--- config.mk ---
export PLATFORM = sky130hd
export DESIGN_NAME = regfile_bank
export DESIGN_NICKNAME = d
export VERILOG_FILES = /design/src/rtl/regfile_bank.sv
export SDC_FILE = /design/constraint.sdc
export NUM_CORES = 1
export LEC_CHECK = 0
export CAP_MARGIN = 20
export CORE_AREA = 2 2 203 285
export CTS_BUF_LIST = sky130_fd_sc_hd__clkbuf_4 sky130_fd_sc_hd__clkbuf_8
export DETAILED_ROUTE_END_ITERATION = 10
export DIE_AREA = 0 0 205 287
export PLACE_DENSITY = 0.77
export SYNTH_ARGS = -nofsm -noshare
export SYNTH_HDL_FRONTEND = slang
export SYNTH_SLANG_ARGS = --single-unit
--- constraint.sdc ---
create_clock -name clk -period 4.3 [get_ports clk]
set_clock_uncertainty 0.15 [all_clocks]
set_input_delay 0.645 -clock clk [delete_from_list [all_inputs] [get_ports clk]]
set_output_delay 0.645 -clock clk [all_outputs]
set_load 0.01 [all_outputs]
--- src/rtl/regfile_bank.sv ---
// General-purpose register file: NUM_RD combinational read ports, one write port, sequenced clear.
// Reads 0-latency, writes land on the edge; writes dropped while clr_busy. Define REGFILE_BYPASS_EN for write-through.
module regfile_bank #(
    parameter int DATA_W   = 16,
    parameter int ADDR_W   = 5,
    parameter int NUM_RD   = 2,
    parameter int ZERO_REG = 1
) (
    input  logic                     clk,
    input  logic                     rst_n,
    input  logic [NUM_RD*ADDR_W-1:0] rd_addr,
    input  logic [NUM_RD-1:0]        rd_en,
    output logic [NUM_RD*DATA_W-1:0] rd_data,
    input  logic [ADDR_W-1:0]        wr_addr,
    input  logic                     wr_en,
    input  logic [DATA_W-1:0]        wr_data,
    input  logic                     clr_req,
    output logic                     clr_busy,
    output logic                     clr_done
);
    localparam int                DEPTH    = 1 << ADDR_W;
    localparam logic [ADDR_W-1:0] LAST     = ADDR_W'(DEPTH - 1);
    localparam logic [ADDR_W-1:0] PRE_LAST = ADDR_W'(DEPTH - 2);

    typedef enum logic {S_IDLE, S_CLEAR} state_t;

    state_t              r_state;
    logic [ADDR_W-1:0]   r_cnt;
    logic                r_busy;
    logic                r_done;
    logic [DATA_W-1:0]   r_mem [DEPTH];

    logic                w_wr_zero;
    logic                w_wr_ok;

    assign w_wr_zero = (ZERO_REG != 0) && (wr_addr == '0);
    // clr_req outranks a same-cycle write; r_busy is low whenever the FSM is idle
    assign w_wr_ok   = wr_en && !w_wr_zero && !clr_req && !r_busy;

    always_ff @(posedge clk or negedge rst_n) begin
        if (!rst_n) begin
            for (int i = 0; i < DEPTH; i++) r_mem[i] <= '0;
            r_state <= S_IDLE;
            r_cnt   <= '0;
            r_busy  <= 1'b0;
            r_done  <= 1'b0;
        end else begin
            case (r_state)
                S_IDLE: begin
                    r_done <= 1'b0;
                    if (clr_req) begin
                        r_state <= S_CLEAR;
                        r_cnt   <= '0;
                        r_busy  <= 1'b1;
                    end else if (w_wr_ok) begin
                        r_mem[wr_addr] <= wr_data;
                    end
                end
                S_CLEAR: begin
                    r_mem[r_cnt] <= '0;
                    r_cnt        <= r_cnt + 1'b1;
                    // done is raised one edge early so it is high while cnt == DEPTH-1
                    r_done       <= (r_cnt == PRE_LAST);
                    if (r_cnt == LAST) begin
                        r_state <= S_IDLE;
                        r_busy  <= 1'b0;
                        r_done  <= 1'b0;
                    end
                end
                default: r_state <= S_IDLE;
            endcase
        end
    end

    assign clr_busy = r_busy;
    assign clr_done = r_done;

    for (genvar gi = 0; gi < NUM_RD; gi++) begin : g_rd
        logic [ADDR_W-1:0] w_addr;
        logic              w_zero;
        logic              w_fwd;
        logic [DATA_W-1:0] w_dat;

        assign w_addr = rd_addr[gi*ADDR_W +: ADDR_W];
        assign w_zero = (ZERO_REG != 0) && (w_addr == '0);
`ifdef REGFILE_BYPASS_EN
        assign w_fwd  = rd_en[gi] && w_wr_ok && (w_addr == wr_addr);
`else
        assign w_fwd  = 1'b0;
`endif

        always_comb begin
            w_dat = '0;
            if (rd_en[gi] && !w_zero && !r_busy)
                w_dat = w_fwd ? wr_data : r_mem[w_addr];
        end

        assign rd_data[gi*DATA_W +: DATA_W] = w_dat;
    end

endmodule

Word-level counts from Yosys, hierarchy flattened --
Cells that the tools add are included.
Word-level totals: logic and storage cells 101, memory bits (writable) 0, flip-flop bits (word level) 520, memories 0, latch bits 0, bits in read-only memories 0, bits of input ports 37, output and inout port bits 34
Cells by class: multipliers 0, reduce and logical (&&, ||, !) cells 19, bitwise logic cells 7, eq/ne operators 6, order comparisons 6, add/sub/neg operators 1, shift-type cells 0, multiplexer cells 26, div/mod/pow operators 0
Operators with widths (number):
- 2-to-1 mux 512 bit | 2
- case mux 512 bit (2 select lines) | 1
- bitwise AND 512 bit | 1
- bitwise mux 512 bit | 1
- inverter 512 bit | 1
- binary-select mux 16 bit (select 5 bit) | 2
- demux 16 bit (select 5 bit) | 2
- 2-to-1 mux 16 bit | 8
- >= comparator 6 bit, second input constant | 4
- inverter 5 -> 6 bit | 4
- zero test 5 bit | 3
- less-than comparator 6 x 1 -> 1 bit, second input constant | 2
- equality test 5 bit, second input constant | 2
- case mux 5 bit (2 select lines) | 1
- logical AND 1 bit | 9
- inequality test 2 bit, second input constant | 3
- case mux 1 bit (2 select lines) | 3
- adder 5 x 1 -> 5 bit, second input constant | 1
- zero test 1 bit | 5
- 2-to-1 mux 1 bit | 5
- 2-to-1 mux 5 bit | 1
- AND reduction 2 bit | 2
- inequality test 2 x 1 -> 1 bit, second input constant | 1
- inverter 1 bit | 1

Depth between registers and ports, before layout --
word-level depth 9, mapped depth 9, gate-level depth less buffers 6

Worst setup path after synthesis --
No wires, ideal clock.
kind input to output, start point in rd_addr[0], end point out rd_data[0], buffers on the path 2, arrival time 2602 ps, stages 6, required time 3505 ps, path slack 903 ps, cells stage by stage clkbuf_1 > buf_1 > mux4_2 > a22o_1 > a2111oi_0 > nor3_1
On the way: cells in the longest elaborated chain, start to end 5, elaborated cells on any way between the ends 9, those cells by class mux (4); bitwise (1); reduce/logical (4)
RTL lines:
- start, declared | RTL line 11 | input logic [NUM_RD*ADDR_W-1:0] rd_addr,
- inverter 5 -> 6 bit (implied by the code) / zero test 5 bit (equally long branches) | RTL line 95, 85
- binary-select mux 16 bit (select 5 bit) / zero test 1 bit (equally long branches) | RTL line 95, 94
- 2-to-1 mux 16 bit (implied by the code) / logical AND 1 bit (equally long branches) (2 in series) | RTL line 95, 94
- 2-to-1 mux 16 bit * | RTL line 94 | if (rd_en[gi] && !w_zero && !r_busy)
- end, declared | RTL line 13 | output logic [NUM_RD*DATA_W-1:0] rd_data,
Every way passes the cells marked *; elsewhere a longest branch is shown, timed or not. The select of a mux whose other input is x is not followed.

Worst setup path after layout --
start point in rd_addr[3], end point out rd_data[4]
Same word-level chain as after synthesis.

==> summary.md <==
| Metric | Value |
|---|---|
| Outcome | `finished with violations` |
| Failing checks | `setup timing` |
| Vias | `23622` |
| Net load switching power | `5.616 mW` |
| Port Buffer Count | `70` |
| Relative slew slack | `0.2379` |
| Most common cell after layout, fill and taps aside | `nand2_1` |
| Clk slew on worst S/H paths | `0.06 ns` |
| DR vias/cell | `7.022` |
| Worst Setup Start Kind | `input port` |
| Maximum vdd ir drop | `0.2582 mV` |
| Fill count | `4597` |
| Register area share after synthesis | `0.4657` |
| Initial antenna violation count | `3` |
| Clock latency on the worst-skew pair | `0.71 ns` |
| First-pass GRT wire length | `157.1 mm` |
| Seq pwr share | `0.445` |
| Finished layout cell area | `31960 µm²` |
| Htree depth | `3` |
| Core area | `56190 µm²` |
| Dpl hpwl | `68.91 mm` |
| Cts bufs inserted | `83` |
| Post-route ant nets | `0` |
| Post-Place Cell Area | `30180 µm²` |
| Die H | `287 µm` |
| Multi-input logic area | `13920 µm²` |
| Root Buffer | `clkbuf_8` |
| Syn Inst Count | `2489` |
| Crit-path max FO | `15` |
| Min-Delay Path Class | `flop to flop` |
| Crit share post-route | `1.011` |
| GP Congestion | `1.063` |
| Reg area | `13010 µm²` |
| Initial DRC count | `3031` |
| Post-synth top area share | `0.4657` |
| Initial Util | `0.4972` |
| Worst path arrival time | `3.55 ns` |
| Leak | `13.68 nW` |
| Avg Cell Area, Syn | `11.23 µm²` |
| #FFs+latches synth | `520` |
| Clock Sink Count | `520` |
| Post-Route WL | `105.4 mm` |
| # DRC | `0` |
| Slew Limit Fails | `0` |
| FFs w/ async S/R, synth | `1.000` |
| Data required time of the worst path | `3.50 ns` |
| Achievable Freq | `230.0 MHz` |
| Period minus WS final | `4.348 ns` |
| Share of cells above drive strength 1 | `0.2256` |
| Global route total overflow | `0` |
| Die area | `58840 µm²` |
| Max Cap Violations | `0` |
| Tightest Pin Transition | `1.143 ns` |
| DR pass1 iterations | `6` |
| Crit Path Category | `input port to primary output` |
| Post-place setup slack | `-0.1107 ns` |
| Post-synth top area cell | `dfrtp_1` |
| Switch share | `0.3558` |
| Die width | `205 µm` |
| Clock power share | `0.286` |
| Top FF cell, synth | `dfrtp_1` |
| Hold Vio Cnt, Final | `0` |
| Power Internal | `10.17 mW` |
| Post-synth EDFFs | `0` |
| Rows | `103` |
| YS warnings | `0` |
| Final WS setup | `-0.04819 ns` |
| Largest cells by area after synthesis | `dfrtp_1 47%, mux4_2 16%, a22o_1 9.5%, nand2_1 7.1%, mux2i_1 4.5%` |
| TritonCTS clock tree | `done` |
| Mapped cell area | `27940 µm²` |
| Syn Nets | `2531` |
| Comb power frac | `0.269` |
| Area grow syn2layout | `14.38%` |
| Clock Tree Buf Depth | `3` |
| RSZ-0062 raised after global routing | `no` |
| NumNets Final | `2610` |
| PD cells | `494.0 nW/µm²` |
| Setup crit end kind | `primary output` |
| Final setup fails | `2` |
| Mean routed wirelength per cell | `31.33 µm` |
| Most frequent cells in the layout | `525 x nand2_1, 520 x dfrtp_1, 303 x a22o_1` |
| Pin count of the biggest net entering global routing | `112` |
| All-Layer GR Usage | `0.3687` |
| Num ports | `71` |
| Netlist cell types | `45` |
| Vias in the first global route | `24117` |
-- through the flow --
stage | util | total power, mW | hold slack [ns] | setup TNS (ns) | cells
floorplan | - | 9.182 | 0.1994 | 0 | 2489
CTS | 0.5683 | 15.61 | 0.3599 | 0 | 3363
detailed placement | 0.5372 | 11.13 | 0.3439 | -0.1550 | 3217
finish | 0.5688 | 15.79 | 0.3583 | -0.07132 | 3364
global route | 0.5688 | 16.40 | 0.3848 | 0 | 3364
global placement | 0.5372 | 10.90 | 0.3319 | -0.1277 | 3217
-- per-layer routing --
metal,up-vias,GRT usage,routed length (µm)
li1,9517,-,-
met1,11846,0.4447,35460
met2,1809,0.5672,48410
met3,446,0.08401,11060
met4,4,0.2998,10450
met5,-,0,22
-- synthesized netlist by cell type, types with 3 or more instances --
cell       count
nand2_1      525
dfrtp_1      520
a22o_1       304
o21ai_0      244
mux4_2       193
clkbuf_1     185
mux2i_1      126
buf_2         55
nor3_1        33
o22ai_1       32
a2111oi_0     31
a211oi_1      31
o221ai_1      31
and2_1        20
nor4_1        17
nand3_1       16
o21ai_1       15
buf_1         13
nor4_4         9
buf_6          8
a21oi_2        7
inv_1          7
nor2b_1        7
nand3b_1       6
nor2_1         6
and3_1         5
ha_1           5
nor2_4         5
or3b_2         5
a21oi_1        4
o32a_2         3
or3_1          3
-- registers in the layout (all words and copies together) (netlist names) --
| name | count |
|---|---|
| clr_busy | 1 |
| clr_done | 1 |
| r_cnt | 5 |
| r_mem | 512 |
| r_state | 1 |
-- critical path, cell delays in order --
cell             delay (ns)
clkdlybuf4s50_1        0.45
buf_4                  0.21
or3_1                  0.44
buf_4                  0.27
o311ai_2               0.14
buf_12                 0.19
nor3_1                 0.51
clkdlybuf4s50_1        0.65
-- what timing repair did --
item | 4_1_cts | 5_1_grt
setup endpoints to repair | 2 | 7
hold buffers | 1 | 0
endpoints found under the hold margin | 93 | 0
setup buffers | 0 | 0
gates resized for setup | 2 | 7
-- final cells by class --
| cell class | instances | area share |
|---|---|---|
| Antenna cell | 1 | 0.00007830 |
| Clock buffer | 126 | 0.04917 |
| Clock inverter | 19 | 0.005129 |
| Inverter | 9 | 0.001057 |
| Multi-Input combinational cell | 1698 | 0.4356 |
| Sequential cell | 520 | 0.4072 |
| Tap cell | 735 | 0.02878 |
| Timing Repair Buffer | 256 | 0.07298 |
-- path summary, 6_finish.rpt --
| check | start | end | slack (ns) | cells after the start |
|---|---|---|---|---|
| setup / recovery | rd_addr[3] | rd_data[4] | -0.05 | 8 |
| hold reg to reg | r_mem[507] | r_mem[507] | 0.36 | 1 |
| max in group asynchronous | rst_n | r_mem[349] | 2.34 | 3 |
| setup reg to reg | r_state | r_mem[308] | 1.31 | 4 |
| hold / removal | r_mem[507] | r_mem[507] | 0.36 | 1 |
| min in group asynchronous | rst_n | r_mem[176] | 0.45 | 2 |
-- power by group through the flow --
stage | sequential (mW) | clock [mW] | combinational [mW]
after floorplan | 6.70 | 0 | 2.48
after global placement | 6.92 | 0 | 3.97
after detailed placement | 7.04 | 0 | 4.08
after CTS | 6.97 | 4.55 | 4.10
after global routing | 7.14 | 4.75 | 4.51
final | 7.02 | 4.52 | 4.24
-- cell families (layout without fill, tap and decap cells) --
group | Yosys count | count (layout) | synth area share
AO/OA/AOI/OAI | 709 | 709 | 0.1833
XOR/XNOR | 2 | 2 | 0.0006271
adder cells (fa/ha/maj) | 5 | 5 | 0.002239
buffers and inverters | 271 | 410 | 0.04116
flip-flops | 520 | 520 | 0.4657
multiplexers | 319 | 319 | 0.2007
other | 0 | 1 | 0
AND/OR/NAND/NOR | 663 | 663 | 0.1062
(Power assumes the default switching activity.)
